`src/rtl/eth_rx_packet_tracker_if.sv`:
```
// Bus between the RX packet tracker and its MAC/CPU clients.
// master = MAC/CPU side, slave = tracker side.
interface eth_rx_packet_tracker_if #(
  parameter int els_p       = 2,
  parameter int len_width_p = 11,
  parameter int cnt_width_p = 16
);
  localparam int ptr_w = $clog2(els_p);

  logic [ptr_w-1:0]       pkt_slot_o;
  logic                   pkt_slot_avail_o;
  logic                   pkt_done_v_i;
  logic [len_width_p-1:0] pkt_len_i;
  logic                   pkt_err_i;
  logic                   pkt_drop_i;
  logic                   rx_ready_o;
  logic [ptr_w-1:0]       rx_head_slot_o;
  logic [len_width_p-1:0] rx_head_len_o;
  logic                   rx_release_i;
  logic                   stat_clear_i;
  logic [cnt_width_p-1:0] drop_count_o;
  logic [cnt_width_p-1:0] err_count_o;

  modport master (
    input  pkt_slot_o, pkt_slot_avail_o, rx_ready_o, rx_head_slot_o, rx_head_len_o,
           drop_count_o, err_count_o,
    output pkt_done_v_i, pkt_len_i, pkt_err_i, pkt_drop_i, rx_release_i, stat_clear_i
  );

  modport slave (
    output pkt_slot_o, pkt_slot_avail_o, rx_ready_o, rx_head_slot_o, rx_head_len_o,
           drop_count_o, err_count_o,
    input  pkt_done_v_i, pkt_len_i, pkt_err_i, pkt_drop_i, rx_release_i, stat_clear_i
  );
endinterface

```
`src/rtl/eth_rx_packet_tracker.sv`:
```
// Circular queue of committed RX frame lengths: MAC pushes at the tail, CPU releases from the head.
// Also keeps saturating drop/error statistics.
module eth_rx_packet_tracker #(
  parameter int els_p       = 2,
  parameter int len_width_p = 11,
  parameter int cnt_width_p = 16
) (
  input  logic                    clk_i,
  input  logic                    reset_i,
  eth_rx_packet_tracker_if.slave  bus
);
  localparam int ptr_w = $clog2(els_p);

  logic [ptr_w-1:0]       head_reg;
  logic [ptr_w-1:0]       tail_reg;
  logic [ptr_w:0]         count_reg;
  logic [len_width_p-1:0] len_reg [els_p];
  logic [cnt_width_p-1:0] drop_reg;
  logic [cnt_width_p-1:0] err_reg;

  logic avail;
  logic ready;
  logic push;
  logic pop;
  logic err_hit;

  assign avail   = (count_reg != (ptr_w + 1)'(els_p));
  assign ready   = (count_reg != '0);
  assign push    = bus.pkt_done_v_i & ~bus.pkt_err_i & avail;
  assign pop     = bus.rx_release_i & ready;
  // A bad frame leaves the tail alone so the MAC simply refills the same slot.
  assign err_hit = bus.pkt_done_v_i & bus.pkt_err_i & avail;

  always_ff @(posedge clk_i) begin
    if (reset_i) begin
      head_reg  <= '0;
      tail_reg  <= '0;
      count_reg <= '0;
    end else begin
      if (push) tail_reg <= tail_reg + 1'b1;
      if (pop)  head_reg <= head_reg + 1'b1;
      if (push && !pop)
        count_reg <= count_reg + 1'b1;
      else if (pop && !push)
        count_reg <= count_reg - 1'b1;
    end
  end

  generate
    for (genvar gi = 0; gi < els_p; gi++) begin : g_len
      always_ff @(posedge clk_i) begin
        if (reset_i)
          len_reg[gi] <= '0;
        else if (push && (tail_reg == ptr_w'(gi)))
          len_reg[gi] <= bus.pkt_len_i;
      end
    end
  endgenerate

  // Clear beats a same-cycle increment; counters stick at all-ones.
  always_ff @(posedge clk_i) begin
    if (reset_i || bus.stat_clear_i) begin
      drop_reg <= '0;
      err_reg  <= '0;
    end else begin
      if (bus.pkt_drop_i && !(&drop_reg)) drop_reg <= drop_reg + 1'b1;
      if (err_hit && !(&err_reg))         err_reg  <= err_reg + 1'b1;
    end
  end

  assign bus.pkt_slot_o       = tail_reg;
  assign bus.pkt_slot_avail_o = avail;
  assign bus.rx_ready_o       = ready;
  assign bus.rx_head_slot_o   = head_reg;
  assign bus.rx_head_len_o    = ready ? len_reg[head_reg] : '0;
  assign bus.drop_count_o     = drop_reg;
  assign bus.err_count_o      = err_reg;

  // Completing a frame with no free slot is a MAC protocol violation.
  no_done_when_full : assert property (@(posedge clk_i) disable iff (reset_i)
    !(bus.pkt_done_v_i && !avail));
endmodule

```
`src/flat_wrapper.sv`:
```
// flat-port wrapper written by rule: the top's interface ports become plain ports
module eth_rx_packet_tracker_flat 
#(
  parameter int els_p       = 2,
  parameter int len_width_p = 11,
  parameter int cnt_width_p = 16
)
  (clk_i, reset_i, bus_pkt_slot_o, bus_pkt_slot_avail_o, bus_rx_ready_o, bus_rx_head_slot_o, bus_rx_head_len_o, bus_drop_count_o, bus_err_count_o, bus_pkt_done_v_i, bus_pkt_len_i, bus_pkt_err_i, bus_pkt_drop_i, bus_rx_release_i, bus_stat_clear_i);
  eth_rx_packet_tracker_if #(.els_p(els_p), .len_width_p(len_width_p), .cnt_width_p(cnt_width_p)) bus_i ();
  input  logic clk_i;
  input  logic reset_i;
  output wire logic [$bits(bus_i.pkt_slot_o)-1:0] bus_pkt_slot_o;
  output wire logic [$bits(bus_i.pkt_slot_avail_o)-1:0] bus_pkt_slot_avail_o;
  output wire logic [$bits(bus_i.rx_ready_o)-1:0] bus_rx_ready_o;
  output wire logic [$bits(bus_i.rx_head_slot_o)-1:0] bus_rx_head_slot_o;
  output wire logic [$bits(bus_i.rx_head_len_o)-1:0] bus_rx_head_len_o;
  output wire logic [$bits(bus_i.drop_count_o)-1:0] bus_drop_count_o;
  output wire logic [$bits(bus_i.err_count_o)-1:0] bus_err_count_o;
  input wire logic [$bits(bus_i.pkt_done_v_i)-1:0] bus_pkt_done_v_i;
  input wire logic [$bits(bus_i.pkt_len_i)-1:0] bus_pkt_len_i;
  input wire logic [$bits(bus_i.pkt_err_i)-1:0] bus_pkt_err_i;
  input wire logic [$bits(bus_i.pkt_drop_i)-1:0] bus_pkt_drop_i;
  input wire logic [$bits(bus_i.rx_release_i)-1:0] bus_rx_release_i;
  input wire logic [$bits(bus_i.stat_clear_i)-1:0] bus_stat_clear_i;
  assign bus_pkt_slot_o = bus_i.pkt_slot_o;
  assign bus_pkt_slot_avail_o = bus_i.pkt_slot_avail_o;
  assign bus_rx_ready_o = bus_i.rx_ready_o;
  assign bus_rx_head_slot_o = bus_i.rx_head_slot_o;
  assign bus_rx_head_len_o = bus_i.rx_head_len_o;
  assign bus_drop_count_o = bus_i.drop_count_o;
  assign bus_err_count_o = bus_i.err_count_o;
  assign bus_i.pkt_done_v_i = bus_pkt_done_v_i;
  assign bus_i.pkt_len_i = bus_pkt_len_i;
  assign bus_i.pkt_err_i = bus_pkt_err_i;
  assign bus_i.pkt_drop_i = bus_pkt_drop_i;
  assign bus_i.rx_release_i = bus_rx_release_i;
  assign bus_i.stat_clear_i = bus_stat_clear_i;
  eth_rx_packet_tracker #(.els_p(els_p), .len_width_p(len_width_p), .cnt_width_p(cnt_width_p)) u_core (.clk_i(clk_i), .reset_i(reset_i), .bus(bus_i));
endmodule
```
`config.mk`:
```
export PLATFORM = sky130hd
export DESIGN_NAME = eth_rx_packet_tracker_flat
export DESIGN_NICKNAME = d
export VERILOG_FILES = /design/src/rtl/eth_rx_packet_tracker_if.sv /design/src/rtl/eth_rx_packet_tracker.sv /design/src/flat_wrapper.sv
export SDC_FILE = /design/constraint.sdc
export NUM_CORES = 1
export LEC_CHECK = 0
export ABC_AREA = 1
export CORE_ASPECT_RATIO = 0.7
export CORE_MARGIN = 2
export CORE_UTILIZATION = 51
export DETAILED_ROUTE_END_ITERATION = 12
export DONT_BUFFER_PORTS = 1
export PLACE_DENSITY = 0.69
export SYNTH_ARGS = -nofsm -noshare
export SYNTH_HDL_FRONTEND = slang
export SYNTH_SLANG_ARGS = --single-unit
```
`constraint.sdc`:
```
create_clock -name clk_i -period 1.9 [get_ports clk_i]
set_input_delay 0.19 -clock clk_i [delete_from_list [all_inputs] [get_ports clk_i]]
set_output_delay 0.19 -clock clk_i [all_outputs]
set_load 0.02 [all_outputs]
```
# Yosys cells after proc, flatten, opt, wreduce, memory -nomap -nowiden
# Memory sizes are Yosys's and may differ from the RTL's. A register that Yosys moved wholly into a read port is not among the register bits.
# Index checks and enable logic that the tools add are counted.
# totals
ff_bits,36
mem_bits_rw,22
n_memories,1
# memory_table
name,words,word_bits,rd,rd_ports_with_merged_regs,wr,line_no,text
u_core.len_reg,2,11,1,1,2,eth_rx_packet_tracker.sv:17,logic [len_width_p-1:0] len_reg [els_p];
# classes
add_sub_neg,6
n_eq_ne,1
mux,15
n_bitwise,9
n_reduce_logical,15
# op_table
op,n
$mux W11,3
$add A16 B1 Y16 const B,2
$reduce_and A16 Y1,2
$mux W1,10
$logic_and A1 B1 Y1,6
$and A1 B1 Y1,5
$logic_not A1 Y1,4
$mux W2,2
$reduce_bool A2 Y1,2
$add A1 B1 Y1 const B,2
$add A2 B1 Y2 const B,1
$ne A2 B2 Y1 const B,1
$not A1 Y1,2
$or A1 B1 Y1,2
$sub A2 B1 Y2 const B,1
$logic_or A1 B1 Y1,1

# Longest topological paths before layout
# depth
depth_word,8
ltp_mapped,10
depth_no_buf,9

# Worst setup path after synthesis
# Ideal clock, no wire load.
# synth_timing
path_kind,reg-to-reg
start,register u_core.count_reg[0]
end,"memory u_core.len_reg[1][0], enable pin"
setup_time_ns,0.397
arrival_time_ns,1.679
setup_slack_ns,-0.176
stages_incl_launch_ff,5
n_path_buf,0
cell_sequence,dfxtp_1 -> inv_1 -> nand2_1 -> nand2_1 -> o21ai_0
# synth_lines
element,line_no,text
"start, declared",eth_rx_packet_tracker.sv:16,logic [ptr_w:0] count_reg;
"start signal, assigned",eth_rx_packet_tracker.sv:43,count_reg <= count_reg + 1'b1;
"start signal, assigned",eth_rx_packet_tracker.sv:45,count_reg <= count_reg - 1'b1;
"end, declared",eth_rx_packet_tracker.sv:17,

# Final worst setup path
# layout_timing
start,register u_core.err_reg[0] (netlist: u_core.bus.err_count_o[0])
end,register u_core.err_reg[9] (netlist: u_core.bus.err_count_o[9])
# layout_between
elab_chain_cells,3
word_cells_on_any_way,4
classes_between,add/sub: 1; reduce/logical: 3
# layout_rtl
element,line_no,text
"start, declared",eth_rx_packet_tracker.sv:19,logic [cnt_width_p-1:0] err_reg;
"start signal, assigned",eth_rx_packet_tracker.sv:67,if (err_hit && !(&err_reg)) err_reg <= err_reg + 1'b1;
branches (longest 3 deep; another with $add A16 B1 Y16),--,
# Parallel ways; which one is timed is not known.
# A chain may end at the register's enable or synchronous reset.

==> flow_metrics.env <==
export IMPL_dp_hpwl_um=5420
export IMPL_grtUsageMet3_pct=6.75
export IMPL_cp_start_kind="flop"
export IMPL_grt_use_total_pct=22.6
export IMPL_synthTopCellsByCount="nand2_1 (111), nor2_1 (110), inv_1 (50)"
export IMPL_synth_top_area_share_pct=24.2
export IMPL_post_cts_buffers=0
export IMPL_ys_warn_count=0
export IMPL_antenna_found_initial=0
export IMPL_core_area_sq_um=5760
export IMPL_grt_util_met2_pct=39.1
export IMPL_crit_start="u_core.bus.err_count_o[0]$_SDFFE_PP0P_"
export IMPL_routedWlPerCell_um=13.2
export IMPL_p_leak_nw=1.50
export IMPL_nNetsFinal=499
export IMPL_place_congestion=0.951
export IMPL_drive_gt1_share_pct=14.3
export IMPL_cp_required_ns=2.12
export IMPL_clock_latency_ns=0.33
export IMPL_synth_edf_count=22
export IMPL_grt_max_degree=17
export IMPL_crit_type="reg2reg"
export IMPL_fp_dieW_um=96.6
export IMPL_ys_seq_area_share_pct=45.7
export IMPL_largest_register_ffs=22
export IMPL_syn_num_nets=460
export IMPL_cts_sinks=59
export IMPL_cp_max_fo=12
export IMPL_cp_end_kind="flop"
export IMPL_fill_cells=523
export IMPL_port_buffers=0
export IMPL_cts_buffers=9
export IMPL_fmax_ghz=0.583
export IMPL_finalClockSkew_ns=0.00406
export IMPL_final_setup_tns_ns=0
export IMPL_finalHoldViolCount=0
export IMPL_synth_avg_cell_area_sq_um=6.98
export IMPL_drtPass1Iterations=7
export IMPL_post_synth_top_count_cell="nand2_1"
export IMPL_rr_startpoint="u_core.bus.err_count_o[0]$_SDFFE_PP0P_"
export IMPL_reg2reg_slack_ns=0.18
export IMPL_period_minus_slack_ns=1.72
export IMPL_cts_tree="built"
export IMPL_crit_end="u_core.bus.err_count_o[9]$_SDFFE_PP0P_"
export IMPL_grt_pass1_vias=2576
export IMPL_top_usage_layer="met2"
export IMPL_synth_largest_area_cell="dfxtp_1"
export IMPL_synth_seq_cells=59
export IMPL_synthesis_area_sq_um=3060
export IMPL_grt_first_pass_wirelength_um=11800
export IMPL_ant_nets=0
export IMPL_areaGrowthSynthToFinish_pct=18.7
export IMPL_ys_top_cells_by_area="dfxtp_1 (24%), edfxtp_1 (22%), nand2_1 (14%), nor2_1 (13%), inv_1 (6.1%)"
export IMPL_wirelength_um=7370
export IMPL_multiInputGateArea_sq_um=1450
export IMPL_die_area_sq_um=6650
export IMPL_rsz0062_at_grt="no"
export IMPL_cts_buffer_depth=2
export IMPL_via_per_inst=5.09
export IMPL_synth_ff_type="dfxtp_1"
export IMPL_relSlewSlack_pct=64.3
export IMPL_powerDensity_nw_per_um2=941
export IMPL_worstPathArrival_ns=1.94
export IMPL_async_reset_ff_share_pct=0
export IMPL_cts_root_buf="clkbuf_8"
export IMPL_syn_inst=439
export IMPL_ir_drop_mv=0.416
export IMPL_finalCritPeriodShare_pct=90.3
export IMPL_start_util_pct=53.2
export IMPL_num_rows=23
export IMPL_overflow=0
export IMPL_cap_violations=0
export IMPL_htree_num_levels=3
export IMPL_use_met1_pct=28.1
export IMPL_status="finished, final reports clean"
export IMPL_via_count=2842
export IMPL_seq_area_sq_um=1400
export IMPL_slew_viol_final=0
export IMPL_die_h_um=68.9
export IMPL_yosysUniqueCellTypes=22
export IMPL_first_iter_violations=155
export IMPL_finalSetupViolCount=0
export IMPL_tightest_slew_ns=0.534
export IMPL_io_pins=65
export IMPL_final_util_pct=63.2
export IMPL_drc=0
export IMPL_rr_worst_depth=6
export IMPL_clk_pin_slew_ns=0.07
export IMPL_rr_endpoint="u_core.bus.err_count_o[9]$_SDFFE_PP0P_"
export IMPL_num_antenna_cells=0
export IMPL_worst_hold_path_type="in2reg"
repair_timing:
action	in CTS	in global routing
endpoints found under the setup margin	0	7
hold buffers	1	0
gates resized for setup	0	7
hold endpoints to repair	1	0
worst max-delay path: stages, from the launching register on:
cell     delay, ns
dfxtp_1       0.34
ha_1          0.19
inv_1         0.06
nor2_1        0.17
nand4_1       0.47
a21oi_1       0.31
nor2_1        0.07
placed cells by master (no fill, tap or decap):
cell	Yosys	final
bufinv_16	0	2
clkinv_1	0	1
nand4_1	8	8
buf_4	0	37
xnor2_1	6	6
nand3b_1	2	2
nor2_4	4	4
clkinv_2	0	1
nand3_1	22	22
a21oi_2	0	6
nor2_1	110	109
nor3_1	2	2
xor2_1	3	3
ha_1	3	3
o21ai_1	4	6
clkinvlp_4	0	2
o21ai_0	15	13
inv_2	1	2
nand2_1	111	111
edfxtp_1	22	22
dlygate4sd3_1	0	1
clkinv_4	0	1
clkbuf_8	0	9
inv_1	50	49
a21oi_1	25	19
nor2_2	2	3
nand2_2	2	2
dfxtp_1	37	37
layer usage:
| layer | part of all wire, % | wire [um] |
|---|---|---|
| met4 | 0.99 | 73 |
| met1 | 47 | 3440 |
| met3 | 6.7 | 496 |
| met5 | 0 | 0 |
| met2 | 46 | 3360 |
power breakdown:
part           total (mW)  internal [mW]  switching [mW]  leakage, nW
Clock                1.26          0.733           0.523        0.103
Sequential           1.48           1.40          0.0779        0.531
Combinational       0.686          0.192           0.494        0.866
metrics by stage:
step,total power [mW],instances,worst slack (ns),hold slack [ns],instance area (sq um)
2_1_floorplan,1.97,439,0.132,0.262,3060
5_1_grt,3.56,558,0.00108,0.0542,3640
6_report,3.42,558,0.185,0.0546,3640
3_5_place_dp,2.16,541,0.247,0.265,3390
3_3_place_gp,2.13,541,0.243,0.264,3390
4_1_cts,3.42,558,0.0580,0.0361,3610
cell type report:
| cell class | instances | area share, % |
|---|---|---|
| Clock buffer | 9 | 3.41 |
| Clock inverter | 7 | 2.55 |
| Inverter | 51 | 5.26 |
| Multi-Input combinational cell | 319 | 39.8 |
| Sequential cell | 59 | 38.5 |
| Tap cell | 75 | 2.58 |
| Timing Repair Buffer | 38 | 7.91 |
worst min path at each step:
stage                           from                                 endpoint  slack (ns)  cells past startpoint
floorplan                    reset_i         u_core.count_reg[0]$_SDFFE_PP0P_        0.26                      1
global placement             reset_i         u_core.count_reg[0]$_SDFFE_PP0P_        0.26                      1
detailed placement           reset_i         u_core.count_reg[0]$_SDFFE_PP0P_        0.27                      1
CTS                 bus_stat_clear_i  u_core.bus.drop_count_o[0]$_SDFFE_PP0P_        0.04                      3
global route        bus_stat_clear_i  u_core.bus.drop_count_o[4]$_SDFFE_PP0P_        0.05                      3
finish              bus_stat_clear_i  u_core.bus.drop_count_o[0]$_SDFFE_PP0P_        0.05                      3
kinds of logic after synthesis:
logic type      count (synthesis)  share of synthesized area, %
xor+xnor                        9                          2.57
buf+inv                        61                          7.88
fa+ha+maj                       3                          1.23
compound gates                 44                          7.19
simple gates                  263                          35.4
flops                          59                          45.7
Power figures use the tool's default switching activity.
